[src/rtl/intt_pkg.sv]
// Shared types and defaults for the inverse-NTT stage sequencer.
package intt_pkg;

    localparam int INTT_N      = 256;
    localparam int INTT_LOGN   = 8;
    localparam int INTT_ADDR_W = 8;
    localparam int INTT_LAT    = 2;

    typedef enum logic [1:0] {
        ST_IDLE,
        ST_RUN,
        ST_WAIT,
        ST_DONE
    } intt_seq_state_t;

    typedef logic [INTT_ADDR_W-1:0] coef_addr_t;

endpackage

[src/rtl/intt_wb_delay.sv]
// LAT-deep register pipeline turning a read strobe/address pair into
// the matching write-back strobe/address pair.
module intt_wb_delay #(
    parameter int W   = 8,
    parameter int LAT = 2
) (
    input  logic         clk_i,
    input  logic         reset_ni,
    input  logic         rd_en,
    input  logic [W-1:0] rd_addr1,
    input  logic [W-1:0] rd_addr2,
    output logic         wr_en,
    output logic [W-1:0] wr_addr1,
    output logic [W-1:0] wr_addr2
);

    logic         en_q [LAT];
    logic [W-1:0] a1_q [LAT];
    logic [W-1:0] a2_q [LAT];

    always_ff @(posedge clk_i or negedge reset_ni) begin
        if (!reset_ni) begin
            for (int i = 0; i < LAT; i++) begin
                en_q[i] <= 1'b0;
                a1_q[i] <= '0;
                a2_q[i] <= '0;
            end
        end else begin
            en_q[0] <= rd_en;
            a1_q[0] <= rd_addr1;
            a2_q[0] <= rd_addr2;
            for (int i = 1; i < LAT; i++) begin
                en_q[i] <= en_q[i-1];
                a1_q[i] <= a1_q[i-1];
                a2_q[i] <= a2_q[i-1];
            end
        end
    end

    assign wr_en    = en_q[LAT-1];
    assign wr_addr1 = a1_q[LAT-1];
    assign wr_addr2 = a2_q[LAT-1];

endmodule

[src/rtl/intt_stage_sequencer.sv]
// Gentleman-Sande INTT address sequencer: one butterfly read per cycle,
// stage-by-stage, with write-back addresses delayed by the datapath latency.
module intt_stage_sequencer
    import intt_pkg::*;
#(
    parameter int N      = INTT_N,
    parameter int LOGN   = INTT_LOGN,
    parameter int ADDR_W = INTT_ADDR_W,
    parameter int LAT    = INTT_LAT
) (
    input  logic                     clk_i,
    input  logic                     reset_ni,
    input  logic                     start_i,
    output logic                     busy_o,
    output logic                     done_o,
    output logic                     rd_en_o,
    output logic [ADDR_W-1:0]        rd_addr1_o,
    output logic [ADDR_W-1:0]        rd_addr2_o,
    output logic [ADDR_W-1:0]        w_idx_o,
    output logic                     wr_en_o,
    output logic [ADDR_W-1:0]        wr_addr1_o,
    output logic [ADDR_W-1:0]        wr_addr2_o,
    output logic [$clog2(LOGN)-1:0]  stage_o
);

    localparam int STG_W = $clog2(LOGN);
    localparam int WC_W  = (LAT > 1) ? $clog2(LAT) : 1;

    typedef logic [ADDR_W-1:0] addr_t;

    intt_seq_state_t state, state_nxt;

    logic [STG_W-1:0] stage;
    logic [WC_W-1:0]  wcnt;
    addr_t            grp;
    addr_t            off;
    addr_t            cnt;
    addr_t            k;
    addr_t            len;

    logic first;
    logic grp_end;
    logic stg_end;
    logic wait_end;
    logic last_stage;
    logic run;

    assign len        = addr_t'(1) << stage;
    assign first      = (off == '0);
    assign grp_end    = (off == len - addr_t'(1));
    assign stg_end    = (cnt == addr_t'(N/2 - 1));
    assign wait_end   = (wcnt == WC_W'(LAT - 1));
    assign last_stage = (stage == STG_W'(LOGN - 1));
    assign run        = (state == ST_RUN);

    always_ff @(posedge clk_i or negedge reset_ni) begin
        if (!reset_ni) begin
            state <= ST_IDLE;
        end else begin
            state <= state_nxt;
        end
    end

    always_comb begin
        state_nxt = state;
        unique case (state)
            ST_IDLE: if (start_i) state_nxt = ST_RUN;
            ST_RUN:  if (stg_end) state_nxt = ST_WAIT;
            ST_WAIT: begin
                if (wait_end) state_nxt = last_stage ? ST_DONE : ST_RUN;
            end
            ST_DONE: state_nxt = ST_IDLE;
            default: state_nxt = ST_IDLE;
        endcase
    end

    // k starts at N (wraps to 0 when N == 2**ADDR_W) and is pre-decremented
    // on the first pair of every group, so the unsigned wrap yields N-1.
    always_ff @(posedge clk_i or negedge reset_ni) begin
        if (!reset_ni) begin
            stage <= '0;
            wcnt  <= '0;
            grp   <= '0;
            off   <= '0;
            cnt   <= '0;
            k     <= '0;
        end else begin
            unique case (state)
                ST_IDLE: begin
                    if (start_i) begin
                        stage <= '0;
                        wcnt  <= '0;
                        grp   <= '0;
                        off   <= '0;
                        cnt   <= '0;
                        k     <= addr_t'(N);
                    end
                end
                ST_RUN: begin
                    cnt  <= cnt + addr_t'(1);
                    wcnt <= '0;
                    if (first) k <= k - addr_t'(1);
                    if (grp_end) begin
                        off <= '0;
                        grp <= grp + (len << 1);
                    end else begin
                        off <= off + addr_t'(1);
                    end
                end
                ST_WAIT: begin
                    wcnt <= wcnt + WC_W'(1);
                    if (wait_end && !last_stage) begin
                        stage <= stage + STG_W'(1);
                        grp   <= '0;
                        off   <= '0;
                        cnt   <= '0;
                    end
                end
                ST_DONE: begin
                    stage <= '0;
                end
                default: ;
            endcase
        end
    end

    assign busy_o     = (state != ST_IDLE);
    assign done_o     = (state == ST_DONE);
    assign rd_en_o    = run;
    assign rd_addr1_o = run ? grp + off : '0;
    assign rd_addr2_o = run ? grp + off + len : '0;
    assign w_idx_o    = run ? (first ? k - addr_t'(1) : k) : '0;
    assign stage_o    = stage;

    intt_wb_delay #(
        .W   (ADDR_W),
        .LAT (LAT)
    ) u_wb_delay (
        .clk_i    (clk_i),
        .reset_ni (reset_ni),
        .rd_en    (rd_en_o),
        .rd_addr1 (rd_addr1_o),
        .rd_addr2 (rd_addr2_o),
        .wr_en    (wr_en_o),
        .wr_addr1 (wr_addr1_o),
        .wr_addr2 (wr_addr2_o)
    );

endmodule

[config.mk]
export PLATFORM = sky130hd
export DESIGN_NAME = intt_stage_sequencer
export DESIGN_NICKNAME = d
export VERILOG_FILES = /design/src/rtl/intt_pkg.sv /design/src/rtl/intt_wb_delay.sv /design/src/rtl/intt_stage_sequencer.sv
export SDC_FILE = /design/constraint.sdc
export NUM_CORES = 1
export LEC_CHECK = 0
export CAP_MARGIN = 25
export CORE_ASPECT_RATIO = 1.4
export CORE_MARGIN = 1.5
export CORE_UTILIZATION = 25
export CTS_BUF_LIST = sky130_fd_sc_hd__clkbuf_4 sky130_fd_sc_hd__clkbuf_8
export CTS_CLUSTER_DIAMETER = 150
export DETAILED_ROUTE_END_ITERATION = 10
export DONT_BUFFER_PORTS = 1
export HOLD_SLACK_MARGIN = 0.1
export PLACE_DENSITY_LB_ADDON = 0.2
export RECOVER_POWER = 25
export SLEW_MARGIN = 15
export SYNTH_ARGS = -nofsm -noshare
export SYNTH_HDL_FRONTEND = slang
export SYNTH_SLANG_ARGS = --single-unit
[constraint.sdc]
create_clock -name clk_i -period 3.8 [get_ports clk_i]
set_input_delay 0.76 -clock clk_i [delete_from_list [all_inputs] [get_ports clk_i]]
set_output_delay 0.76 -clock clk_i [all_outputs]
set_load 0.005 [all_outputs]
; ---- Yosys cells after proc, flatten, opt, wreduce, memory -nomap -nowiden
; Index checks and enable logic that the tools add are counted.
; Widths: inputs -> output; s select.
[word_totals]
regBits = 72
word_cells = 70
[op_classes]
n_addsub = 9
eq_ne = 11
n_shift = 1
mux = 22
n_reduce_logical = 14
[op_table]
columns = operator, count
row1 = $pmux 8 s3, 3
row2 = $mux 8, 8
row3 = $add 8x8->8, 3
row4 = $add 8x1->8 const B, 2
row5 = $pmux 8 s2, 1
row6 = $sub 8x1->8 const B, 2
row7 = $ne 2x2->1 const B, 5
row8 = $pmux 3 s3, 1
row9 = $reduce_and 3->1, 3
row10 = $eq 8x7->1 const B, 1
row11 = $eq 8x8->1, 1
row12 = $logic_not 8->1, 1
row13 = $mux 2, 4
row14 = $pmux 2 s4, 1
row15 = $shl 1x3->8 const A, 1
row16 = $mux 3, 2
row17 = $reduce_bool 3->1, 2
row18 = $eq 2x2->1 const B, 2
row19 = $reduce_and 2->1, 2
row20 = $reduce_and 4->1, 1
row21 = $reduce_bool 2->1, 2
row22 = $add 3x1->3 const B, 1
row23 = $eq 3x3->1 const B, 1
row24 = $pmux 1 s3, 1
row25 = other kinds (6), 6

; ---- Logic depth before layout (Yosys ltp)
; Gate-level depths: netlist of run 1.
[logic_depth]
word_depth = 5
ltp_mapped = 14

; ---- Cells and area by module
; A second synthesis of run 1 with hierarchy kept.
[hier_totals]
cells_unflattened = 406
area_unflattened_um2 = 4043.9
[by_module_without_submodules]
columns = mod, n_inst, cells_each, area_each_um2
row1 = intt_stage_sequencer, 1, 356, 3072.9
row2 = intt_wb_delay, 1, 50, 970.9

; ---- Worst setup path after synthesis of run 1
; OpenSTA, ideal clock, no wires.
[synth_timing]
kind = reg2out
startpoint = register grp[2]
endpoint = output rd_addr2_o[7]
arrival_ns = 2.828
path_slack_ns = 0.212
stages_incl_launch_ff = 13
n_path_buf = 0
cell_sequence = dfrtp_1 > ha_1 > a21oi_1 > nor2b_1 > nor2_1 > xnor2_1 > ha_1 > and3_1 > a2111oi_0 > a21oi_1 > xnor2_1 > xnor2_1 > nor2_1
[synth_via]
elab_chain_len = 3
[synth_lines]
columns = element, line
row1 = from (decl), intt_stage_sequencer.sv:35  ; addr_t grp;
row2 = from (signal assigned), intt_stage_sequencer.sv:105  ; grp <= grp + (len << 1);
row3 = $add 8x8->8 (2 in series), intt_stage_sequencer.sv:131  ; assign rd_addr2_o = run ? grp + off + len : '0;
row4 = $mux 8, intt_stage_sequencer.sv:131
row5 = to (decl), intt_stage_sequencer.sv:18  ; output logic [ADDR_W-1:0] rd_addr2_o,
; No other way between the ends.

; ---- Worst setup path after layout of run 1
[layout_timing]
startpoint = register grp[3]
endpoint = output rd_addr2_o[7]
; Same word-level chain as after synthesis.

==> results of run 1 <==
[power by group through the flow]
stage	Sequential [W]	Combinational (W)	Clock, W
final	0.000755	0.0000146	0.000616
after global routing	0.000755	0.0000184	0.000679
after CTS	0.000755	0.0000192	0.000646
after detailed placement	0.000770	0.000000152	0
after global placement	0.000770	0.000000152	0
after floorplan	0.000770	0.000000152	0
[Yosys cell counts (9+ instances only)]
| cell type | count |
|---|---|
| dfrtp_1 | 71 |
| nor3_1 | 10 |
| o21ai_0 | 30 |
| clkbuf_1 | 10 |
| buf_4 | 17 |
| ha_1 | 30 |
| xor2_1 | 14 |
| xnor2_1 | 25 |
| inv_1 | 20 |
| nor2_1 | 32 |
| and2_1 | 9 |
| nand2_1 | 30 |
| a21oi_1 | 19 |
[worst paths after layout]
path	start	endpoint	slack [ns]	depth (start not counted)
worst max register to register	stage_o[0]	off[1]	0.81	9
worst min register to register	u_wb_delay.a1_q[12]	u_wb_delay.wr_addr1[4]	0.34	0
max in group asynchronous	reset_ni	stage_o[0]	1.74	1
worst min-delay path	u_wb_delay.a1_q[12]	u_wb_delay.wr_addr1[4]	0.34	0
worst max-delay path	grp[3]	rd_addr2_o[7]	0.13	12
min in group asynchronous	reset_ni	u_wb_delay.a1_q[14]	0.86	1
[state kept, by name, indices dropped and copies added (netlist names)]
signal and count:
cnt 8, grp 7, k 8, off 8, stage_o 3, state 2
u_wb_delay.a1_q 8, u_wb_delay.a2_q 8, u_wb_delay.en_q 1, u_wb_delay.wr_addr1 8, u_wb_delay.wr_addr2 8, u_wb_delay.wr_en 1
wait_end 1
[routing by layer]
metal / up-vias / GRT usage [%]
met5: - / 0
met3: 6 / 3.213
met1: 1423 / 12.83
met4: 0 / 4.039
li1: 1417 / -
met2: 65 / 21.09
[what timing repair did]
action,CTS,global route
gates resized for setup,7,13
hold endpoints to repair,71,0
pin swaps,7,6
buffers inserted,5,1
hold buffers,1,0
endpoints found under the setup margin,2,3
[logic make-up (layout without fill, tap and decap cells)]
kind of cell | count (synthesis) | in the layout
AND/OR/NAND/NOR | 128 | 128
XOR/XNOR | 39 | 39
multiplexers | 3 | 3
AO/OA/AOI/OAI | 89 | 89
adder cells (fa/ha/maj) | 32 | 32
buffers and inverters | 53 | 57
flip-flops | 71 | 71
[metrics by stage]
stage	setup TNS, ns	hold slack (ns)	setup WS [ns]	total power, W	instance area (um2)
global route	-0.05868	0.3423	-0.05868	0.001452	4569
global placement	0	0.3328	0.2167	0.0007701	4232
floorplan	0	0.3312	0.2115	0.0007702	4106
CTS	-0.004002	0.2830	-0.004002	0.001420	4529
finish	0	0.3364	0.1269	0.001385	4569
detailed placement	0	0.3347	0.1808	0.0007701	4232
[layout make-up]
cell class | count | share of cell area, %
multi-input cells | 291 | 46.39
flip-flops and latches | 71 | 38.94
well taps | 199 | 5.449
repair buffers | 20 | 3.231
clock buffers | 9 | 2.711
inverters | 21 | 1.725
clock inverters | 7 | 1.561
==> impl_results.md, run 1 <==
* Status: finished, violations left
* Failing checks: capacitance limit, slew limit
* Required @ worst endpoint at 3.04 ns
* Clock share of power at 44.5%
* Sequential Power Share at 54.5%
* Final Max Tran Viols at 72
* Yosys cell types at 51
* Multi-input gate area at 2120 um2
* Most frequent cells in the layout: dfrtp_1 (69), nand2_1 (30), nor2_1 (30)
* Highest routed layer: met4
* DR WL/cell at 15.67 um
* Met1 Routed Length at 3793 um
* IO Pins at 50
* Drt pass-1 iters at 6
* Vias in the first global route at 2912
* Worst EP arrival at 2.91 ns
* Simple-Gate Fraction of Synth Area at 16.42%
* Crit Path Class: flip-flop to output port
* Final core utilization at 28.38%
* Core Area at 16100 um2
* Antenna Cells at 0
* Crit-path cells: ha_4 -> nor2b_1 -> nor2_1 -> xnor2_1 -> ha_4 -> and3_1 -> a2111oi_4 -> buf_4 -> a21oi_2 -> xnor2_1 -> xnor2_1 -> nor2_2
* Post-synthesis adder-cell area fraction at 10.12%
* Warnings, synthesis at 0
* Max VDD drop at 0.0001887 V
* Clock buffer depth at 2
* Fin cells at 618
* First-pass GRT wire length at 15680 um
* Crit-path max FO at 4
* CTS Buf Count at 9
* Met3 WL at 466 um
* Lkg Pwr at 1.922 nW
* Compound-gate portion of the synthesized area at 13.83%
* Commonest non-fill, non-tap cell in the layout: dfrtp_1
* P_int at 0.001061 W
* Final setup fails at 0
* Post-route DRC violation count at 0
* Input/output buffers at 0
* Worst setup SP type: flip-flop
* Vias per cell at 4.710
* Metal2 WL at 5306 um
* Syn nets at 450
* Total Routing Usage GR at 11.56%
* Clock root buffer: clkbuf_8
* Cell count after placement at 595
* Initial antenna violation count at 0
* Post-synthesis cell area at 4106 um2
* Initial drt markers at 125
* Comb pwr share at 1.1%
* Cell taking the most area after synthesis: dfrtp_1
* Clk_lat worst skew at 0.35 ns
* Part of the cycle the worst path needs at 96.66%
* Worst Hold Class: flip-flop to flip-flop
* Asr flop ratio synth at 100.0%
* Initial Util at 25.50%
* Pwr/cell area at 303.2 nW/um2
* Crit path top cell by count: xnor2_1
* Sequential fraction of the synthesis area at 43.27%
* Dominant synthesized flop cell: dfrtp_1
* Count of final hold-check violations at 0
* Relative slew slack at -17.91%
* Top area cells in the synthesized netlist: dfrtp_1 (43%), ha_1 (9.1%), xnor2_1 (5.3%)
* Max Fclk at 272.2 MHz
* FF/Latch Area at 1779 um2
* Worst Skew at 0.01483 ns
* Worst-margin pin slew at 1.769 ns
* Final wirelength at 9681 um
* Remaining antenna violation count at 0
* Synth Instances at 415
* Post-synth EDFFs at 0
* Clock edge transition at the registers on the reported setup and hold paths at 0.08 ns
* GP Congestion at 0.8057
* Buf+Inv Stages, Crit Path at 1
* Max-Cap Viols at 1
* Largest net degree at the start of global routing at 72
* Die Y at 154.6 um
* P&R area growth vs syn at 11.27%
* Crit-path slowest cell: dfrtp_1
* CTS tree: yes
* Main combinational cell family by area after synthesis: simple AND/OR/NAND/NOR gates
* Crit path capture type: output port
* Switching share of power at 23.41%
* Mux contribution to synthesized area at 0.7313%
* Fill cell count at 1706
* DP HPWL at 6946 um
* Psw at 0.0003244 W
* Die Wd at 111.3 um
* Clock sinks at 71
* Syn_area_per_cell at 9.895 um2
* Synth Area in XOR/XNOR at 8.318%
* Htree depth at 3
* Top delay family on crit path: XOR/XNOR gates
* Fin crit period at 3.673 ns
* Post-synthesis register bit count at 71
* Max incr delay on CP at 0.45 ns
* RSZ-0062 raised after global routing: yes
* Total number of vias at 2911
* Final nets at 449
* Die area at 17210 um2
* GRT overflow at 0
* Row Count at 55
* Share of cells above drive strength 1 at 14.32%
* Post-synth top area share at 43.27%
(Power assumes the default switching activity.)
==> inputs of run 2 (changes only) <==
Settings changed: CORE_MARGIN 1.5 to not set.
==> impl_results.md, run 2 (synthesis gave the netlist of run 1 again) <==
* Status: finished, violations left
* Failing checks: capacitance limit, slew limit
* Initial drt markers at 74
* Input/output buffers at 0
* CTS Buf Count at 9
* Total number of vias at 2916
* Fin crit period at 3.721 ns
* Final worst-path setup slack at 0.07887 ns
* Fin cells at 623
* GRT overflow at 0
* RSZ-0062 raised after global routing: yes
* Initial Util at 25.50%
* Crit Path Class: flip-flop to output port
* Most frequent cells in the layout: dfrtp_1 (69), nand2_1 (30), nor2_1 (30)
* P&R area growth vs syn at 13.38%
* IO Pins at 50
* Antenna Cells at 0
* Core Area at 16100 um2
* First-pass GRT wire length at 15820 um
* Setup WS pre-CTS at 0.1465 ns
* Relative slew slack at -20.78%
* Largest net degree at the start of global routing at 72
* Share of cells above drive strength 1 at 16.27%
* Total Routing Usage GR at 12.30%
* CP endpoint: rd_addr2_o[7]
* Clock root buffer: clkbuf_8
* Final setup fails at 0
* Vias per cell at 4.681
* Final Max Tran Viols at 72
* Part of the cycle the worst path needs at 97.92%
* Worst setup SP type: flip-flop
* Row Count at 55
* Commonest non-fill, non-tap cell in the layout: dfrtp_1
* Htree depth at 3
* Die Wd at 110.3 um
* Die area at 16950 um2
* Worst Hold Class: flip-flop to flip-flop
* Post-route DRC violation count at 0
* Lkg Pwr at 1.936 nW
* Reg2Reg Setup Slack at 0.79 ns
* Vias in the first global route at 2985
* GP Congestion at 0.8227
* Die Y at 153.6 um
* Pwr/cell area at 299.9 nW/um2
* R2R depth at 9
* Clock edge transition at the registers on the reported setup and hold paths at 0.08 ns
* Required @ worst endpoint at 3.04 ns
* Final nets at 454
* Clk_lat worst skew at 0.35 ns
* Worst R2R End: off[1]
* Max Fclk at 268.7 MHz
* Critical path startpoint: grp[2]
* CTS tree: yes
* Crit-path max FO at 4
* Drt pass-1 iters at 4
* Clock buffer depth at 2
* DP HPWL at 7094 um
* Final wirelength at 9715 um
* Clock sinks at 71
* DR WL/cell at 15.59 um
* Worst EP arrival at 2.96 ns
* Max-Cap Viols at 1
* Cell count after placement at 598
* Count of final hold-check violations at 0
* Max VDD drop at 0.0002065 V
* Initial antenna violation count at 0
* R2R Path Start: stage_o[0]
* Worst-margin pin slew at 1.812 ns
* Crit path capture type: output port
* Remaining antenna violation count at 0
* Worst Skew at 0.01544 ns
run 2: changes by cell type in the layout (fill, tap and decap cells not counted), sizes merged:
cell and delta:
buf +5, clkbuf +3, clkinv -1, inv -2
run 2: routing by layer:
layer | vias to the layer above | global-route usage (%) | part of all wire, %
met4 | 0 | 4.825 | 2.3
li1 | 1427 | - | -
met3 | 15 | 2.967 | 4.6
met1 | 1420 | 14.06 | 40
met5 | - | 0 | 0
met2 | 54 | 21.53 | 53
run 2: how the worst min path moves through the flow:
stage | from | to | cells after the start
4_1_cts | reset_ni | u_wb_delay.wr_addr1[6] | 1
3_5_place_dp | u_wb_delay.a1_q[9] | u_wb_delay.wr_addr1[1] | 0
3_3_place_gp | u_wb_delay.a1_q[14] | u_wb_delay.wr_addr1[6] | 0
6_report | u_wb_delay.a2_q[12] | u_wb_delay.wr_addr2[4] | 0
2_1_floorplan | u_wb_delay.a1_q[8] | u_wb_delay.wr_addr1[0] | 0
5_1_grt | u_wb_delay.a2_q[12] | u_wb_delay.wr_addr2[4] | 0
run 2: final cells by class:
cell class	count	area, um2
flip-flops and latches	71	1779
repair buffers	25	185.2
inverters	21	78.83
clock buffers	12	146.4
clock inverters	4	56.30
well taps	199	249.0
fillers	1704	11450
multi-input cells	291	2161
run 2: through the flow:
stage               instance area, um2  hold WS [ns]  utilization (%)  power [W]   TNS, ns
global route                      4656        0.3534            28.91   0.001460  -0.08508
floorplan                         4106        0.3312                -  0.0007702         0
global placement                  4254        0.3314            26.42  0.0007701         0
detailed placement                4254        0.3347            26.42  0.0007701         0
finish                            4656        0.3486            28.91   0.001396         0
CTS                               4567        0.2879            28.36   0.001426  -0.06974
run 2: what timing repair did:
action                                  in CTS  in global routing
buffers inserted                             5                  3
hold endpoints to repair                    71                  0
pin swaps                                    7                 17
endpoints found under the setup margin       2                  3
hold buffers                                 1                  0
resized for setup                            8                 16
run 2: power by group:
part           internal [W]  total [W]  leakage [nW]  switching [W]
Combinational   0.000000452  0.0000150          1.05      0.0000146
Clock              0.000329   0.000626         0.105       0.000297
Sequential         0.000755   0.000755         0.778              0
Total               0.00108    0.00140          1.94       0.000311
run 2: critical path, stage by stage, from the launching register on:
cell and delay, ns:
dfrtp_1 0.42, ha_4 0.30, a21oi_4 0.05, nor2b_1 0.12
nor2_1 0.08, xnor2_2 0.25, ha_4 0.26, and3_4 0.16
a2111oi_4 0.32, buf_4 0.18, a21oi_4 0.05, xnor2_1 0.18
xnor2_1 0.11, nor2_2 0.14
==> inputs of run 3 (changes only) <==
==> constraint.sdc (replaced) <==
create_clock -name clk_i -period 3.8 [get_ports clk_i]
set_input_delay 0.38 -clock clk_i [delete_from_list [all_inputs] [get_ports clk_i]]
set_output_delay 0.38 -clock clk_i [all_outputs]
set_load 0.005 [all_outputs]
==> impl_results.md, run 3 (synthesis gave the netlist of run 1 again) <==
* Status: finished, violations left
* Failing checks: capacitance limit, slew limit
* Hold Crit Depth at 2
* Part of the cycle the worst path needs at 93.85%
* Input/output buffers at 0
* DP HPWL at 6729 um
* Worst-margin pin slew at 1.812 ns
* Core Area at 16100 um2
* First-pass GRT wire length at 15440 um
* Final setup TNS at 0 ns
* R2R depth at 12
* CP endpoint: rd_addr2_o[7]
* Vias per cell at 4.699
* Clock root buffer: clkbuf_8
* Row Count at 55
* Required @ worst endpoint at 3.42 ns
* Worst Skew at 0.01121 ns
* Crit path capture type: output port
* Max incr delay on CP at 0.48 ns
* Final Max Tran Viols at 72
* Worst R2R End: grp[7]
* Worst setup SP type: flip-flop
* Reg2Reg Setup Slack at 0.67 ns
* P_int at 0.001219 W
* Worst EP arrival at 3.19 ns
* Crit-path cells: ha_1 -> a21oi_2 -> nor2b_1 -> nor2_1 -> xnor2_1 -> ha_1 -> and3_1 -> a2111oi_1 -> buf_4 -> a21oi_1 -> xnor2_1 -> xnor2_1 -> nor2_2
* Count of final hold-check violations at 0
* Die Y at 153.6 um
* RSZ-0062 raised after global routing: no
* P&R area growth vs syn at 9.019%
* Max-Cap Viols at 1
* Drt pass-1 iters at 4
* GP Congestion at 0.8389
* Psw at 0.0003160 W
* Crit path top cell by count: xnor2_1
* Clk_lat worst skew at 0.35 ns
* Clock sinks at 71
* Fin cells at 608
* Setup bufs post-CTS at 0
* Clock buffer depth at 2
* Worst Hold Class: input port to flip-flop
* Antenna Cells at 0
* Die area at 16950 um2
* Sequential Power Share at 49.2%
* Die Wd at 110.3 um
* Switching share of power at 20.59%
* DR WL/cell at 15.33 um
* Fin crit period at 3.566 ns
* Pwr/cell area at 342.9 nW/um2
* Final setup fails at 0
* Max VDD drop at 0.0002257 V
* Crit Path Class: flip-flop to output port
* Crit-path slowest cell: dfrtp_2
* Commonest non-fill, non-tap cell in the layout: dfrtp_1
* Critical path startpoint: off[2]
* Initial drt markers at 145
* Comb pwr share at 1.0%
* Total Routing Usage GR at 11.96%
* Htree depth at 3
* R2R Path Start: stage_o[0]
* Crit-path max FO at 9
* Final core utilization at 27.80%
* Clock edge transition at the registers on the reported setup and hold paths at 0.08 ns
* Max Fclk at 280.4 MHz
* IO Pins at 50
* Clock share of power at 49.8%
* Cell count after placement at 590
* Share of cells above drive strength 1 at 9.780%
* Initial Util at 25.50%
* Remaining antenna violation count at 0
* Most frequent cells in the layout: dfrtp_1 (70), nor2_1 (31), nand2_1 (30), o21ai_0 (30), ha_1 (28)
* Post-route DRC violation count at 0
* Total number of vias at 2857
* CTS tree: yes
* Final wirelength at 9320 um
* Final nets at 439
* Hold WS at 0.2047 ns
* Largest net degree at the start of global routing at 72
* GRT overflow at 0
* CTS Buf Count at 9
* Lkg Pwr at 1.880 nW
* Relative slew slack at -20.81%
* Initial antenna violation count at 0
* Vias in the first global route at 2936
[run 3: changes by cell type in the layout (fill, tap and decap cells not counted), moves of 3 or more]
cell,before,now
buf_4,24,8
clkinv_4,3,0
ha_1,24,28
ha_4,4,0
[run 3: worst min-delay path by stage]
stage / to / slack, ns / startpoint
floorplan: cnt[0] / 0.08 / reset_ni
global placement: u_wb_delay.wr_addr1[6] / 0.09 / reset_ni
detailed placement: u_wb_delay.wr_addr1[6] / 0.09 / reset_ni
CTS: wait_end / 0.19 / start_i
global route: wait_end / 0.23 / start_i
finish: wait_end / 0.20 / start_i
[run 3: critical path, delay by kind of cell (launching register included)]
family                     cells  cell delay (ns)
buffers and inverters          1             0.18
and+or+nand+nor                4             0.46
AOI/OAI and AO/OA              3             0.68
xor gates and xnor gates       3             0.42
DFF                            1             0.48
adders and majority gates      2             0.63
[run 3: layout make-up]
| type | count | area [um2] |
|---|---|---|
| clock buffer | 11 | 145.1 |
| clock inverter | 5 | 103.9 |
| fill | 1733 | 11630 |
| inverter | 21 | 78.83 |
| multi-input combinational | 291 | 2047 |
| sequential | 71 | 1778 |
| tap | 199 | 249.0 |
| timing repair buffer | 10 | 75.07 |
[run 3: repair_timing]
item,in CTS,in global routing
hold endpoints to repair,71,0
gates resized for setup,0,7
hold buffers,2,0
endpoints found under the setup margin,0,2
[run 3: metal layers]
| metal | global-route usage (%) | part of all wire [%] |
|---|---|---|
| met5 | 0 | 0 |
| met2 | 20.47 | 52 |
| met1 | 13.98 | 41 |
| met3 | 2.840 | 4.9 |
| met4 | 5.013 | 2.3 |
[run 3: per-stage QoR]
stage	instance area, um2	worst slack (ns)	total power (W)
after CTS	4481	0.02944	0.001569
after global placement	4194	0.4879	0.0007701
after global routing	4477	0.006529	0.001602
after detailed placement	4194	0.4276	0.0007701
final	4477	0.2338	0.001535
after floorplan	4106	0.5915	0.0007702
[run 3: power by group through the flow]
stage	combinational [W]	clock, W	sequential, W
2_1_floorplan	0.000000152	0	0.000770
3_3_place_gp	0.000000152	0	0.000770
3_5_place_dp	0.000000152	0	0.000770
4_1_cts	0.0000207	0.000794	0.000755
5_1_grt	0.0000195	0.000828	0.000755
6_report	0.0000158	0.000765	0.000755
